[config.mk]
export PLATFORM = sky130hd
export DESIGN_NAME = multi_lane_parity_tracker
export DESIGN_NICKNAME = d
export VERILOG_FILES = /design/src/rtl/parity_tracker_pkg.sv /design/src/rtl/parity_lane.sv /design/src/rtl/multi_lane_parity_tracker.sv
export SDC_FILE = /design/constraint.sdc
export NUM_CORES = 1
export LEC_CHECK = 0
export ABC_AREA = 1
export BUFFER_PORTS_ARGS = -buffer_cell sky130_fd_sc_hd__buf_2
export CORE_MARGIN = 1.5
export CORE_UTILIZATION = 41
export CTS_CLUSTER_DIAMETER = 50
export DETAILED_ROUTE_END_ITERATION = 12
export PLACE_DENSITY = 0.68
export RECOVER_POWER = 50
export SYNTH_ARGS = -nofsm -noshare
export SYNTH_HDL_FRONTEND = slang
export SYNTH_SLANG_ARGS = --single-unit
export TNS_END_PERCENT = 50
[constraint.sdc]
create_clock -name clk -period 1.2 [get_ports clk]
set_clock_uncertainty 0.05 [all_clocks]
set_input_delay 0.06 -clock clk [delete_from_list [all_inputs] [get_ports clk]]
set_output_delay 0.06 -clock clk [all_outputs]
set_load 0.01 [all_outputs]
[src/rtl/parity_tracker_pkg.sv]
// Shared types for the multi-lane parity tracker.
// State encoding and sample-counter width helper.
package parity_tracker_pkg;

    typedef enum logic [1:0] {
        IDLE  = 2'd0,
        ACCUM = 2'd1,
        DONE  = 2'd2
    } state_t;

    function automatic int cnt_w(input int frame_len);
        return $clog2(frame_len + 1);
    endfunction

endpackage

[src/rtl/parity_lane.sv]
// One parity lane: a toggle flop folding d_x^d_y into q.
// Priority: reset > clr > en.
module parity_lane (
    input  logic clk,
    input  logic reset,
    input  logic clr,
    input  logic en,
    input  logic d_x,
    input  logic d_y,
    output logic q
);

    always_ff @(posedge clk) begin
        if (!reset) begin
            q <= 1'b0;
        end else if (clr) begin
            q <= 1'b0;
        end else if (en) begin
            q <= q ^ d_x ^ d_y;
        end
    end

endmodule

[src/rtl/multi_lane_parity_tracker.sv]
// Framed W-lane x^y parity accumulator with frame sequencing FSM.
// Define MISMATCH_CNT_EN to add the saturating mismatch_cnt output.
module multi_lane_parity_tracker
    import parity_tracker_pkg::*;
#(
    parameter int W         = 4,
    parameter int FRAME_LEN = 8,
    parameter int CNT_W     = 8
) (
    input  logic                          clk,
    input  logic                          reset,
    input  logic                          start,
    input  logic                          clear,
    input  logic                          in_valid,
    input  logic [W-1:0]                  x,
    input  logic [W-1:0]                  y,
    input  logic                          odd_mode,
    output logic [W-1:0]                  lane_parity,
    output logic                          word_parity,
    output logic                          busy,
    output logic                          frame_done,
    output logic [cnt_w(FRAME_LEN)-1:0]   sample_cnt
`ifdef MISMATCH_CNT_EN
    ,
    output logic [CNT_W-1:0]              mismatch_cnt
`endif
);

    localparam int SC_W = cnt_w(FRAME_LEN);
    localparam logic [SC_W-1:0] LAST = SC_W'(FRAME_LEN - 1);

    state_t         state;
    logic [W-1:0]   acc;
    logic           accept;
    logic           restart;
    logic           lane_clr;

    assign accept   = (state == ACCUM) && in_valid;
    assign restart  = start && (state != ACCUM);
    assign lane_clr = clear || restart;

    for (genvar i = 0; i < W; i++) begin : g_lane
        parity_lane u_lane (
            .clk   (clk),
            .reset (reset),
            .clr   (lane_clr),
            .en    (accept),
            .d_x   (x[i]),
            .d_y   (y[i]),
            .q     (acc[i])
        );
    end

    assign lane_parity = acc ^ {W{odd_mode}};
    assign word_parity = (^acc) ^ odd_mode;

    always_ff @(posedge clk) begin
        if (!reset || clear) begin
            state      <= IDLE;
            sample_cnt <= '0;
            busy       <= 1'b0;
            frame_done <= 1'b0;
        end else begin
            frame_done <= 1'b0;
            unique case (state)
                IDLE: begin
                    if (start) begin
                        state      <= ACCUM;
                        sample_cnt <= '0;
                        busy       <= 1'b1;
                    end
                end
                ACCUM: begin
                    if (in_valid) begin
                        sample_cnt <= sample_cnt + SC_W'(1);
                        if (sample_cnt == LAST) begin
                            state      <= DONE;
                            busy       <= 1'b0;
                            frame_done <= 1'b1;
                        end
                    end
                end
                DONE: begin
                    if (start) begin
                        state      <= ACCUM;
                        sample_cnt <= '0;
                        busy       <= 1'b1;
                    end else begin
                        state <= IDLE;
                    end
                end
                default: begin
                    state <= IDLE;
                    busy  <= 1'b0;
                end
            endcase
        end
    end

`ifdef MISMATCH_CNT_EN
    // Cumulative across frames; sticks at all-ones instead of wrapping.
    always_ff @(posedge clk) begin
        if (!reset || clear) begin
            mismatch_cnt <= '0;
        end else if (accept && (x != y) && (mismatch_cnt != '1)) begin
            mismatch_cnt <= mismatch_cnt + CNT_W'(1);
        end
    end
`endif

endmodule

# After elaboration in Yosys (flattened, before gate mapping)
# Index checks and enable logic that the tools add are counted.
# totals
reg_bits,12
output_inout_bits,11
word_cells,57
# classes
n_addsub,1
n_eq_ne,8
n_mux,13
bitwise,13
reduce_logical,14
# op_table
cell,count
3-bit AND reduction,3
1-bit bitwise XOR,9
4-bit two-way mux,2
4-bit one-hot mux with 2 select lines,1
2-bit two-way mux,3
"2-bit by 1-bit != test with 1-bit output, second input constant",3
2-bit one-hot mux with 3 select lines,1
1-bit two-way mux,5
"4-bit by 1-bit adder with 4-bit output, second input constant",1
"4-bit by 3-bit == test with 1-bit output, second input constant",1
"2-bit != test, second input constant",2
2-bit OR reduction,2
4-bit parity,1
4-bit bitwise XOR,1
1-bit inverter,3
3-bit OR reduction,1
"2-bit by 1-bit == test with 1-bit output, second input constant",1
"2-bit == test, second input constant",1
1-bit logical AND,2
2-bit logical NOT,1
1-bit logical OR,2
1-bit one-hot mux with 2 select lines,1
2-bit nonzero test,1
1-bit logical NOT,1

# Longest topological paths before layout
# Gate-level depths: netlist of the first run.
# logic_depth
ltp_word,4
depth_mapped,7
depth_no_buf,7

# By module
# Synthesis of the first run repeated with hierarchy kept, for this count alone.
# hier_totals
cells_unflattened,124
hier_area_um2,747.0
# by_module_without_submodules
mod,instances,cells_per_inst,area_per_inst_um2,seq_area_each_um2
multi_lane_parity_tracker,1,68,461.7,160.2
parity_lane,4,14,71.3,20.0

# Worst setup path after synthesis of the first run
# Ideal clock, no wire load.
# synth_timing
kind,flip-flop to flip-flop
from,reg sample_cnt[0]
to,reg busy
arrival_time_ns,0.928
required_ns,1.031
slack_ns,0.103
path_stages_with_launch,7
path_buffers,0
cell_sequence,dfxtp_1 > ha_1 > nand2_1 > nor2_1 > nand2_1 > nand2_1 > a21oi_1
# synth_via
elab_chain_cells,3
# synth_lines
item,line_no,rtl
from (decl),multi_lane_parity_tracker.sv:22,output logic [cnt_w(FRAME_LEN)-1:0] sample_cnt
from (signal assigned),multi_lane_parity_tracker.sv:75,sample_cnt <= sample_cnt + SC_W'(1);
4-bit by 3-bit == test with 1-bit output,multi_lane_parity_tracker.sv:76,if (sample_cnt == LAST) begin
2-bit by 1-bit != test with 1-bit output (no source line),--,
3-bit AND reduction (no source line),--,
to (signal assigned),multi_lane_parity_tracker.sv:70,busy <= 1'b1;
to (signal assigned),multi_lane_parity_tracker.sv:78,busy <= 1'b0;
to (signal assigned),multi_lane_parity_tracker.sv:87,busy <= 1'b1;
to (decl),multi_lane_parity_tracker.sv:20,"output logic busy,"
# Every way passes these cells.
# A chain may end at the register's enable or synchronous reset.

# Worst setup path in the final report of the first run
# layout_timing
from,reg g_lane[0].u_lane.q
to,out word_parity
# layout_via
elab_chain_cells,2
# layout_lines
item,line_no,rtl
from (decl),parity_lane.sv:10,output logic q
from (signal assigned),parity_lane.sv:19,q <= q ^ d_x ^ d_y;
4-bit parity,multi_lane_parity_tracker.sv:55,assign word_parity = (^acc) ^ odd_mode;
1-bit bitwise XOR,multi_lane_parity_tracker.sv:55,
to (decl),multi_lane_parity_tracker.sv:19,"output logic word_parity,"
# Every way passes these cells.

==> results by stage, run 1 <==
Clock network:
- The CTS sink count is 12.
- The cell sitting at the root of the clock tree is a sky130_fd_sc_hd__clkbuf_4.
- The clock reaches the later pin of the worst-skew pair after 0.27 ns.
- The TritonCTS clock tree is built.
- The clock transition at the register clock pins on the worst setup and hold paths after CTS is 0.07 ns.
- The number of buffers added by the clock tree synthesis step is 3.
- In this run the deepest clock path goes through 2 buffers.
- CTS built an H-tree with a depth of 1.

Worst setup path:
- The type of element capturing the critical path is a primary output.
- Of all nets on the critical path, the largest fanout is 3.
- The kind of cell adding the most delay to the critical path is flip-flops.
- The worst setup path is of the flip-flop to primary output kind.
- The longest individual stage delay on the worst path is 0.36 ns.
- The buffers plus inverters on the worst setup path is 2.
- The data arrival time at the worst-slack endpoint is 1.11 ns.
- The nature of the critical path startpoint is a flip-flop.
- Among the stages of the critical path, the cell type that occurs most often is sky130_fd_sc_hd__nand2_1.
- Data on the critical path is required at its endpoint by 1.09 ns.
- Traced cell by cell, the critical path runs through inv_2 > nand2_2 > nand2_1 > nand2_1 > nand2_1 > nand2_1 > nand2_1 > buf_2.
- Among all stages on the critical path, the largest delay is contributed by sky130_fd_sc_hd__dfxtp_2.

Drt:
- The number of violations reported at the end of detailed-routing iteration 0 is 10.
- Dividing the detail-routed wire length by the instance count gives 9.20 um.
- The post-detailed-route DRC marker count is 0.
- Summed over all layers, the routed wires come to 1.44 mm.
- In the routed layout, each cell is associated on average with a via count of 4.62.
- The number of iterations in the first detailed-routing pass is 4.
- The number of routed nets with antenna violations is 0.
- The total number of vias is 725.

Yosys:
- In this run, synthesis produced a sequential element count of 12.
- In the synthesized netlist, the number of instances is 109.
- The number of different library cells used by synthesis comes to 19.
- The number of warning messages in the yosys log is 0.
- Synthesis produced a netlist with a net count of 124.
- The post-synthesis instance area is 688 um2.
- The sequential cell area fraction in the yosys report is 0.349.
- Dividing the synthesized area by the synthesized cell count gives 6.31 um2.

Final layout:
- The count of filler cells inserted in the layout is 158.
- The antenna diode count is 0.
- In the final layout, the share of cells above drive strength 1 is 0.305.
- Relative to the synthesized area, the layout overhead comes to 30.0%.
- The library cell used most frequently in the layout, excluding fill and tap cells, is sky130_fd_sc_hd__nand2_1.
- In the final design database the tool counted 158 nets.
- In the layout the commonest cells are sky130_fd_sc_hd__nand2_1, sky130_fd_sc_hd__buf_2, sky130_fd_sc_hd__inv_1.
- For this run, the share of the core covered by cells in the final layout is 0.580.

STA:
- The total count of hold-check failures in the final report is 1.
- Counting I/O delays and the setup requirement, the final critical path takes 1.22 ns.
- Timing would allow up to 0.819 GHz.
- The setup slack of the critical path after layout is -0.0215 ns.
- The final total negative setup slack is -0.0215 ns.
- The number of slew-limit violations in the final report was 0.
- Setup repair after global routing could not meet its margin everywhere.
- The worst pin sits at a relative slew slack of 0.843.
- The transition time at the pin with the least slew margin is 0.235 ns.
- The final setup violation count is 1.
- The smallest hold slack is -0.000913 ns.
- The ratio of final minimum period to clock period is 1.02.

Floorplanning:
- The die is 44.0 um wide.
- After floorplanning, the core was divided into 14 placement rows.
- The die covers 1930 um2.
- In this run the count of I/O pins placed on the die edge is 25.
- The die is 44.0 um tall.
- The initial utilization of the core area, before any placement, comes to 0.446.
- The core region area is 1540 um2.

GRT:
- The number of global-route vias before repair was 665.
- Entering global routing, the biggest net connects 7 pins.
- The number of antenna violations at the first check in global routing came to 0.
- The global-route usage over all layers is 0.175.
- The first global-routing pass estimated 2.55 mm of wire.
- The total global routing overflow is 0.

Flow run:
- The total of max-cap violations is 0.

Hold path:
- The worst hold path belongs to the class primary input to flip-flop.

Pwr:
- The power per cell area is 848 nW/um2.
- The share of total power dissipated in sequential elements is 0.535.
- The internal portion of the total power is 0.000566 W.
- Across the VDD grid, the largest voltage drop is 0.611 mV.
- In this run the power spent charging and discharging nets is 0.000193 W.
- The clock share of power is 0.316.
- The share of total power dissipated in combinational logic is 0.149.
- Of the total power, the share spent switching nets is 0.254.
- In this run the static leakage power is 0.484 nW.

Status:
- The final reports fail on hold timing, setup timing.
- The run finished, with violations left.

Place:
- The HPWL after detailed placement is 1.08 mm.
- The count of buffers added on input and output ports is 24.
- The global placer's final weighted congestion is 0.840.
## power groups by stage
stage               combinational, W  clock (W)  sequential (W)
finish                      0.000113   0.000240        0.000406
global route                0.000130   0.000249        0.000406
CTS                         0.000115   0.000243        0.000406
detailed placement          0.000112          0        0.000415
global placement            0.000110          0        0.000415
floorplan                  0.0000631          0        0.000416
## worst paths after layout
path                                          from                 end  slack [ns]  depth (start not counted)
worst min-delay path                      in_valid          frame_done     -0.0009                          3
worst max register to register            state[0]  g_lane[2].u_lane.q        0.03                          6
worst max-delay path            g_lane[0].u_lane.q         word_parity       -0.02                          8
worst min register to register            state[0]                busy        0.46                          1
## metrics by stage
stage	area (um2)	hold WS, ns	std cells	setup slack (ns)	total power, W
4_1_cts	890	0.0406	156	-0.0223	0.000764
6_report	895	-0.000913	157	-0.0215	0.000759
3_3_place_gp	828	0.315	149	0.103	0.000525
2_1_floorplan	688	0.138	109	0.103	0.000479
3_5_place_dp	828	0.323	149	0.0552	0.000527
5_1_grt	895	0.0247	157	-0.101	0.000785
## cell usage after synthesis, drive strengths merged
cell	n	area (um2)
nand2	40	153
inv	20	75.1
nor2	15	58.8
dfxtp	12	240
a21oi	6	41.3
nand3	4	25.0
xor2	4	42.6
o21ai	3	15.0
nor3	2	10.0
ha	1	12.5
nand3b	1	7.51
o21a	1	7.51
## area by class of cell
| cell class | count | area (um2) | area share |
|---|---|---|---|
| flip-flops and latches | 12 | 245 | 0.274 |
| repair buffers | 29 | 151 | 0.169 |
| clock buffers | 3 | 22.5 | 0.0252 |
| multi-input cells | 77 | 380 | 0.425 |
| inverters | 20 | 75.1 | 0.0839 |
| well taps | 16 | 20.0 | 0.0224 |
## flip-flops by register name, summed over array words and instances, names as in the netlist
name             flops
g_lane.u_lane.q      4
state                2
frame_done           1
sample_cnt           4
busy                 1
## repair_timing
action                     CTS  global route
hold buffers                 0             0
setup endpoints to repair    1             4
gates resized for setup      7             6
pin swaps                    3             3
buffers inserted             4             1
## metal layers
layer  vias to the layer above  share of wire  GRT usage  routed length (um)
met4                         0         0.0090     0.0727                  13
met1                       314           0.46      0.220                 665
li1                        392              -          -                   -
met3                         4          0.043     0.0250                  62
met5                         -              0          0                   0
met2                        15           0.49      0.297                 702
## worst register-to-register path, stage by stage (launching register included)
cell	delay (ns)
sky130_fd_sc_hd__dfxtp_1	0.39
sky130_fd_sc_hd__nand3_1	0.16
sky130_fd_sc_hd__inv_1	0.20
sky130_fd_sc_hd__nand2_1	0.11
sky130_fd_sc_hd__nand2_1	0.07
sky130_fd_sc_hd__nand2_1	0.04
sky130_fd_sc_hd__nor2_1	0.08
## logic make-up (layout without fill, tap and decap cells)
family	after synthesis	in the layout	share of synthesized area
AO/OA/AOI/OAI	10	10	0.0927
XOR/XNOR	4	4	0.0618
adder cells (fa/ha/maj)	1	1	0.0182
buffers and inverters	20	52	0.109
flip-flops	12	12	0.349
AND/OR/NAND/NOR	62	62	0.369
No activity file was read; power rests on OpenSTA's default activity.
==> run 2, diff against run 1 <==
ABC_AREA = unset   (was 1)
CORE_UTILIZATION = 40   (was 41)
PLACE_DENSITY = unset   (was 0.68)
PLACE_DENSITY_LB_ADDON = 0.25   (was unset)
clock period = 1.1 ns   (was 1.2 ns; I/O delays follow)
==> results by stage, run 2 <==
Status:
- The run finished, with violations left.
- The final reports fail on setup timing.

Drt:
- The detailed-route wire length is 1.50 mm (+3.9%).
- The post-detailed-route DRC marker count is 0 (unchanged).
- The number of routed nets with antenna violations came to 0 (unchanged).
- The mean number of vias per cell is 5.23 (+13%).
- The wire length per cell is 13.1 um (+42%).
- The length of routed met3 wiring is 66 um (+6.5%).
- The total number of vias is 601 (-17%).
- The number of violations reported at the end of detailed-routing iteration 0 came to 7 (-3).
- The routed metal-1 wire length was 668 um (+0.45%).
- The detailed route wirelength on metal2 is 731 um (+4.1%).
- The number of iterations in the first detailed-routing pass is 4 (unchanged).
- The highest layer touched by signal routing is met4.

Clock network:
- The TritonCTS clock tree is built.
- The worst-skew pair later-pin latency is 0.27 ns (about the same).
- The CTS sink count is 12 (unchanged).
- The clock transition at the register clock pins on the worst setup and hold paths after CTS is 0.07 ns (about the same).
- The number of buffers added by the clock tree synthesis step is 3 (unchanged).
- The number of H-tree branching levels is 1 (unchanged).
- The root buffer cell chosen for the clock tree is sky130_fd_sc_hd__clkbuf_4.
- The maximum root-to-sink buffer count is 2 (unchanged).
- The number of buffers inserted by hold repair at cts is 0 (unchanged).

Place:
- The pre-CTS worst setup slack came to -0.0611 ns (-0.116 ns).
- The global placer's final weighted congestion is 0.736 (-12%).
- The placed cell area is 779 um2 (-5.9%).
- The count of port buffers added during placement is 24 (unchanged).

Worst setup path:
- The critical-path maximum fanout is 4 (+1).
- The critical path data required time is 1.00 ns (-0.09 ns).
- The data arrival time at the worst-slack endpoint was 1.23 ns (+0.12 ns).
- The most critical setup path has its startpoint at g_lane[1].u_lane.q.
- The worst flop-to-flop path startpoint is sample_cnt[1].
- The type of element capturing the critical path is a primary output.
- The worst setup path is launched from a flip-flop.
- The setup path with the least slack is of type flip-flop to primary output.

Final layout:
- The layout-stage area growth over the synthesis result is 50.4%.
- Leaving out fill and tap cells, the most frequent cell in the layout is sky130_fd_sc_hd__buf_2.
- In the final layout, the registers with the most flip-flops are g_lane.u_lane.q: 4 flops, sample_cnt: 4 flops, state: 2 flops.
- The number of nets in the final layout came to 117 (-26%).
- Leaving out fill and tap cells, the most frequent cells in the layout are sky130_fd_sc_hd__buf_2, sky130_fd_sc_hd__a21oi_1.
- The proportion of layout cells with a drive suffix above 1 is 0.520 (+0.215).
- The cell area after layout was 911 um2 (+1.8%).
- The antenna diode count is 0 (unchanged).

Floorplanning:
- The effective utilization at floorplan is 0.449 (+0.00213).
- The number of I/O pins is 25 (unchanged).
- The area of the die came to 1760 um2 (-9.2%).
- The number of cell rows was 13 (-1).
- The horizontal extent of the die was 41.9 um (-4.7%).
- The height of the chip came to 41.9 um (-4.7%).
- The core region area was 1350 um2 (-12%).

GRT:
- The global-route wire length before repair is 2.42 mm (-5.1%).
- The number of antenna violations at the first check in global routing is 0 (unchanged).
- The pin count of the biggest net entering global routing is 9 (+2).
- The number of global-route vias before repair is 540 (-19%).
- The total global routing overflow is 0 (unchanged).
- The global-route usage over all layers is 0.178 (+0.00257).

Pwr:
- The total chip power was 0.000827 W (+9.0%).
- The worst IR drop on VDD is 0.561 mV (-8.2%).
- The leakage power of the design came to 0.379 nW (-22%).
- The power per cell area came to 908 nW/um2 (+7.1%).

Yosys:
- The most frequently used cell type in the post-synthesis netlist is sky130_fd_sc_hd__dfxtp_1.
- The sequential cell area fraction in the yosys report is 0.397 (+0.0476).
- The post-synthesis cell type count is 23 (+4).
- The post-synthesis cell count is 66 (-39%).
- The post-synthesis instance area was 606 um2 (-12%).
- In the synthesized netlist, the cells that appear most often are sky130_fd_sc_hd__dfxtp_1, sky130_fd_sc_hd__a21oi_1, sky130_fd_sc_hd__xnor2_1, sky130_fd_sc_hd__xor2_1, sky130_fd_sc_hd__or3_1.
- The number of warning messages in the yosys log came to 0 (unchanged).
- The register bit count reported by yosys was 12 (unchanged).
- Yosys attributes the largest share of cell area to sky130_fd_sc_hd__dfxtp_1, sky130_fd_sc_hd__xnor2_1, sky130_fd_sc_hd__xor2_1.
- The fraction of post-synthesis cell area in the top cell type by area is 0.397 (+0.0476).
- The number of enable-type register cells in the synthesized netlist is 0 (unchanged).
- sky130_fd_sc_hd__dfxtp_1 takes more of the synthesized area than any other cell.
- The average size of a mapped cell is 9.18 um2 (+45%).
- The proportion of synthesized flip-flops having asynchronous set or reset is 0 (unchanged).
- The number of nets produced by synthesis came to 81 (-35%).
- The top flip-flop cell by instance count after synthesis is sky130_fd_sc_hd__dfxtp_1.

STA:
- The setup slack of the critical path after layout was -0.230 ns (-0.209 ns).
- The relative max-transition margin is 0.786 (-0.0565).
- Based on the critical path, the design can be clocked at up to 0.752 GHz.
- The smallest hold slack was 0.0635 ns (+0.0644 ns).
- The worst path in the final design needs a cycle of 1.33 ns, including I/O delays and setup.
- Of the available clock period, the critical path in the final layout requires 1.21.
- The transition time at the pin with the least slew margin is 0.321 ns (+0.0857 ns).
- The final setup violation count is 10 (+9).
- The number of slew-limit violations in the final report is 0 (unchanged).
- Setup repair after global routing could not meet its margin everywhere.
- The total count of hold-check failures in the final report is 0 (-1).

Flow run:
- The total of max-cap violations is 0 (unchanged).

Hold path:
- The startpoint of the lowest-slack hold path is start.
- The tightest min-delay check is of the primary input to flip-flop type.
run 2: cell count changes after synthesis, sizes merged, moves of 3 or more:
cell and delta:
nor2 -14, xnor2 +6, nand2b +3, inv -18, nand2 -39, or3 +5
run 2: kinds of logic (layout without fill, tap and decap cells):
logic type	count (synthesis)	after routing	share of synthesized area
and+or+nand+nor	22	23	0.238
xor gates and xnor gates	12	12	0.174
adders and majority gates	1	1	0.0207
AOI/OAI and AO/OA	15	15	0.134
buffers and inverters	4	37	0.0372
DFF	12	12	0.397
run 2: what timing repair did:
item	in CTS	in global routing
hold endpoints to repair	0	0
buffers inserted	4	0
resized for setup	14	7
gates cloned	1	0
pin swaps	8	4
setup endpoints to repair	10	14
run 2: report_power, final:
group          switching (W)  total, W  internal, W
clock               0.000139  0.000266     0.000127
sequential        0.00000621  0.000440     0.000434
combinational      0.0000616  0.000121    0.0000595
run 2: critical path, cell delays in order (launching register included):
cell and delay, ns:
sky130_fd_sc_hd__dfxtp_2 0.39, sky130_fd_sc_hd__xnor2_2 0.13, sky130_fd_sc_hd__xnor2_1 0.15, sky130_fd_sc_hd__xor2_1 0.14
sky130_fd_sc_hd__buf_2 0.14
run 2: final cells by class:
class,instances,area [um2]
Fill cell,121,439
Tap cell,15,18.8
Clock buffer,3,22.5
Inverter,2,7.51
Multi-Input combinational cell,51,423
Timing Repair Buffer,32,183
Sequential cell,12,256
run 2: through the flow:
stage / TNS [ns] / instances / util
3_3_place_gp: -0.164 / 107 / 0.577
5_1_grt: -1.27 / 115 / 0.675
3_5_place_dp: -0.361 / 107 / 0.577
4_1_cts: -0.445 / 115 / 0.663
2_1_floorplan: -0.0468 / 66 / -
6_report: -0.663 / 115 / 0.675
run 2: path summary, 6_finish.rpt:
kind                                       to  depth (start not counted)  slack [ns]
worst max-delay path              word_parity                          4       -0.23
worst min-delay path                 state[0]                          3        0.06
worst max register to register  sample_cnt[2]                          4       -0.09
worst min register to register           busy                          2        0.43
run 2: per-layer routing:
metal,track usage,up-vias
li1,-,305
met4,0.0774,0
met5,0,-
met1,0.222,272
met2,0.300,19
met3,0.0261,5
==> run 3, diff against run 2 <==
--- a/config.mk
+++ b/config.mk
@@ -8,3 +8,3 @@
 export BUFFER_PORTS_ARGS = -buffer_cell sky130_fd_sc_hd__buf_2
-export CORE_MARGIN = 1.5
+export CORE_MARGIN = 2
 export CORE_UTILIZATION = 40
==> constraint.sdc (replaced) <==
create_clock -name clk -period 1.1 [get_ports clk]
set_clock_uncertainty 0.05 [all_clocks]
set_input_delay 0.22 -clock clk [delete_from_list [all_inputs] [get_ports clk]]
set_output_delay 0.22 -clock clk [all_outputs]
set_load 0.01 [all_outputs]
==> results by stage, run 3 (synthesized netlist as in run 2, its figures left out) <==
Pwr:
- The worst IR drop on VDD came to 0.564 mV (+0.58%).
- The net switching component of the power is 0.000213 W (+2.7%).
- The leakage power of the design is 0.456 nW (+20%).
- The sequential group share of total power came to 0.481 (-0.051).
- The power per cell area is 871 nW/um2 (-4.1%).
- The total internal power is 0.000703 W (+13%).
- The switching share of power is 0.233 (-0.0181).
- The clock share of power came to 0.372 (+0.050).
- The combinational power share is 0.147 (about the same).
- The total chip power was 0.000915 W (+11%).

GRT:
- The pin count of the biggest net entering global routing is 9 (unchanged).
- The global-route usage over all layers was 0.196 (+0.0187).
- The number of antenna violations at the first check in global routing came to 0 (unchanged).
- The number of global-route vias before repair is 656 (+21%).
- The total global routing overflow is 0 (unchanged).
- The global-route wire length before repair is 2.67 mm (+11%).

Final layout:
- The count of filler cells inserted in the layout is 118 (-2.5%).
- The storage element area is 260 um2 (+1.5%).
- The area growth from synthesis to layout is 73.6%.
- Leaving out fill and tap cells, the most frequent cell in the layout is sky130_fd_sc_hd__buf_2.
- The post-layout instance count excluding filler cells is 127 (+10%).
- In the final layout, the registers with the most flip-flops are g_lane.u_lane.q: 4 flops, sample_cnt: 4 flops, state: 2 flops.
- The antenna diode count came to 0 (unchanged).
- The footprint of the multi-input gates is 425 um2 (+0.59%).
- The number of nets in the final layout came to 127 (+8.5%).
- The cell area after layout is 1050 um2 (+15%).
- The proportion of layout cells with a drive suffix above 1 is 0.577 (+0.0566).
- The library cells used most frequently in the layout, excluding fill and tap cells, are sky130_fd_sc_hd__buf_2, sky130_fd_sc_hd__buf_6, sky130_fd_sc_hd__buf_4.

Place:
- The global placer's final weighted congestion was 0.735 (-0.19%).
- The placed cell area came to 857 um2 (+10%).
- The number of placed instances with taps included was 118 (+10%).
- The count of port buffers added during placement is 24 (unchanged).
- Detailed placement finished with a half-perimeter wire length of 1.15 mm.

STA:
- The smallest hold slack came to 0.269 ns (+0.205 ns).
- The transition time at the pin with the least slew margin is 0.371 ns (+0.0499 ns).
- Setup repair after global routing could not meet its margin everywhere.
- The final critical-path required period is 1.52 ns (+0.192 ns).
- The final total negative setup slack came to -1.35 ns (-0.689 ns).
- The relative max-transition margin is 0.753 (-0.0333).
- The final setup violation count came to 15 (+5).
- The ratio of final minimum period to clock period is 1.38 (+0.174).
- The total count of hold-check failures in the final report was 0 (unchanged).
- The peak clock frequency supported by timing was 0.657 GHz (-13%).
- The number of slew-limit violations in the final report is 0 (unchanged).
- The setup slack of the critical path after layout is -0.422 ns (-0.192 ns).

Worst setup path:
- The data arrival time at the worst-slack endpoint is 1.25 ns (+0.02 ns).
- The nature of the critical path startpoint is a flip-flop.
- The critical-path maximum fanout was 2 (-2).
- On the critical path, the stage with the largest delay is an instance of sky130_fd_sc_hd__dfxtp_2.
- The critical path goes through xor2_2 > xnor2_1 > xor2_1 > buf_2.
- The longest individual stage delay on the worst path was 0.35 ns (-0.04 ns).
- The worst reg2reg path depth is 4 (unchanged).
- The worst setup path is of the flip-flop to primary output kind.
- The critical path data required time is 0.83 ns (-0.17 ns).
- STA classifies the critical path endpoint as a primary output.

Clock network:
- The number of buffers added by the clock tree synthesis step is 3 (unchanged).
- The TritonCTS clock tree is built.
- The maximum root-to-sink buffer count is 2 (unchanged).
- The number of H-tree branching levels was 1 (unchanged).
- The worst-skew pair later-pin latency came to 0.26 ns (about the same).
- The clock transition at the register clock pins on the worst setup and hold paths after CTS is 0.08 ns (about the same).
- The cell sitting at the root of the clock tree is a sky130_fd_sc_hd__clkbuf_4.
- The number of buffers inserted by hold repair at cts is 0 (unchanged).
- The CTS sink count is 12 (unchanged).

Floorplanning:
- The horizontal extent of the die was 42.9 um (+2.4%).
- The effective utilization at floorplan was 0.417 (-0.0320).
- The number of cell rows was 14 (+1).
- The number of I/O pins is 25 (unchanged).
- The area of the die is 1840 um2 (+4.8%).
- The core region area is 1450 um2 (+7.7%).
- The height of the chip was 42.9 um (+2.4%).

Hold path:
- The worst hold path cell count is 3 (unchanged).
- The tightest min-delay check is of the primary input to flip-flop type.

Drt:
- The post-detailed-route DRC marker count was 0 (unchanged).
- The mean number of vias per cell is 5.36 (+2.6%).
- The detailed-route wire length was 1.64 mm (+9.3%).
- The total number of vias came to 681 (+13%).
- The wire length per cell came to 12.9 um (-1.0%).
- The number of iterations in the first detailed-routing pass is 4 (unchanged).
- The number of routed nets with antenna violations is 0 (unchanged).
- The number of violations reported at the end of detailed-routing iteration 0 is 22 (+15).

Status:
- The final reports fail on setup timing.
- The run finished, with violations left.

Flow run:
- The total of max-cap violations was 0 (unchanged).
## run 3: cell count changes in the layout (fill, tap and decap cells not counted), sizes merged
cell	previous run	this run
buf	29	40
## run 3: routing by layer
layer / GRT usage / vias up / share of wire
met3: 0.0383 / 2 / 0.076
met4: 0.0938 / 0 / 0.0085
met2: 0.358 / 33 / 0.55
li1: - / 327 / -
met5: 0 / - / 0
met1: 0.213 / 319 / 0.36
## run 3: worst max-delay path: cells and delay by family, from the launching register on
kind	cells	cell delay, ns
flops	1	0.35
buf+inv	1	0.15
xor+xnor	3	0.50
## run 3: stage by stage
stage	worst slack, ns	utilization
final	-0.422	0.723
after floorplan	-0.121	-
after global routing	-0.492	0.723
after detailed placement	-0.198	0.590
after CTS	-0.443	0.691
after global placement	-0.127	0.590
## run 3: power by group through the flow
| stage | combinational, W | sequential (W) | clock, W |
|---|---|---|---|
| global route | 0.000148 | 0.000441 | 0.000373 |
| finish | 0.000135 | 0.000440 | 0.000340 |
| floorplan | 0.0000588 | 0.000456 | 0 |
| global placement | 0.000121 | 0.000454 | 0 |
| detailed placement | 0.000125 | 0.000455 | 0 |
| CTS | 0.000134 | 0.000444 | 0.000357 |
## run 3: final timing paths
kind / start / end / slack, ns
setup / recovery: g_lane[3].u_lane.q / word_parity / -0.42
hold / removal: start / g_lane[1].u_lane.q / 0.27
setup reg to reg: g_lane[1].u_lane.q / g_lane[1].u_lane.q / -0.08
hold reg to reg: sample_cnt[3] / state[1] / 0.42
## run 3: area by class of cell
type | count | area share
clock buffers | 4 | 0.0345
inverters | 2 | 0.00714
multi-input cells | 51 | 0.405
flip-flops and latches | 12 | 0.248
well taps | 16 | 0.0190
repair buffers | 42 | 0.287
## run 3: repair_timing
action,CTS,global route
endpoints found under the setup margin,18,18
buffers inserted,4,2
pin swaps,6,7
gates cloned,1,0
resized for setup,19,12
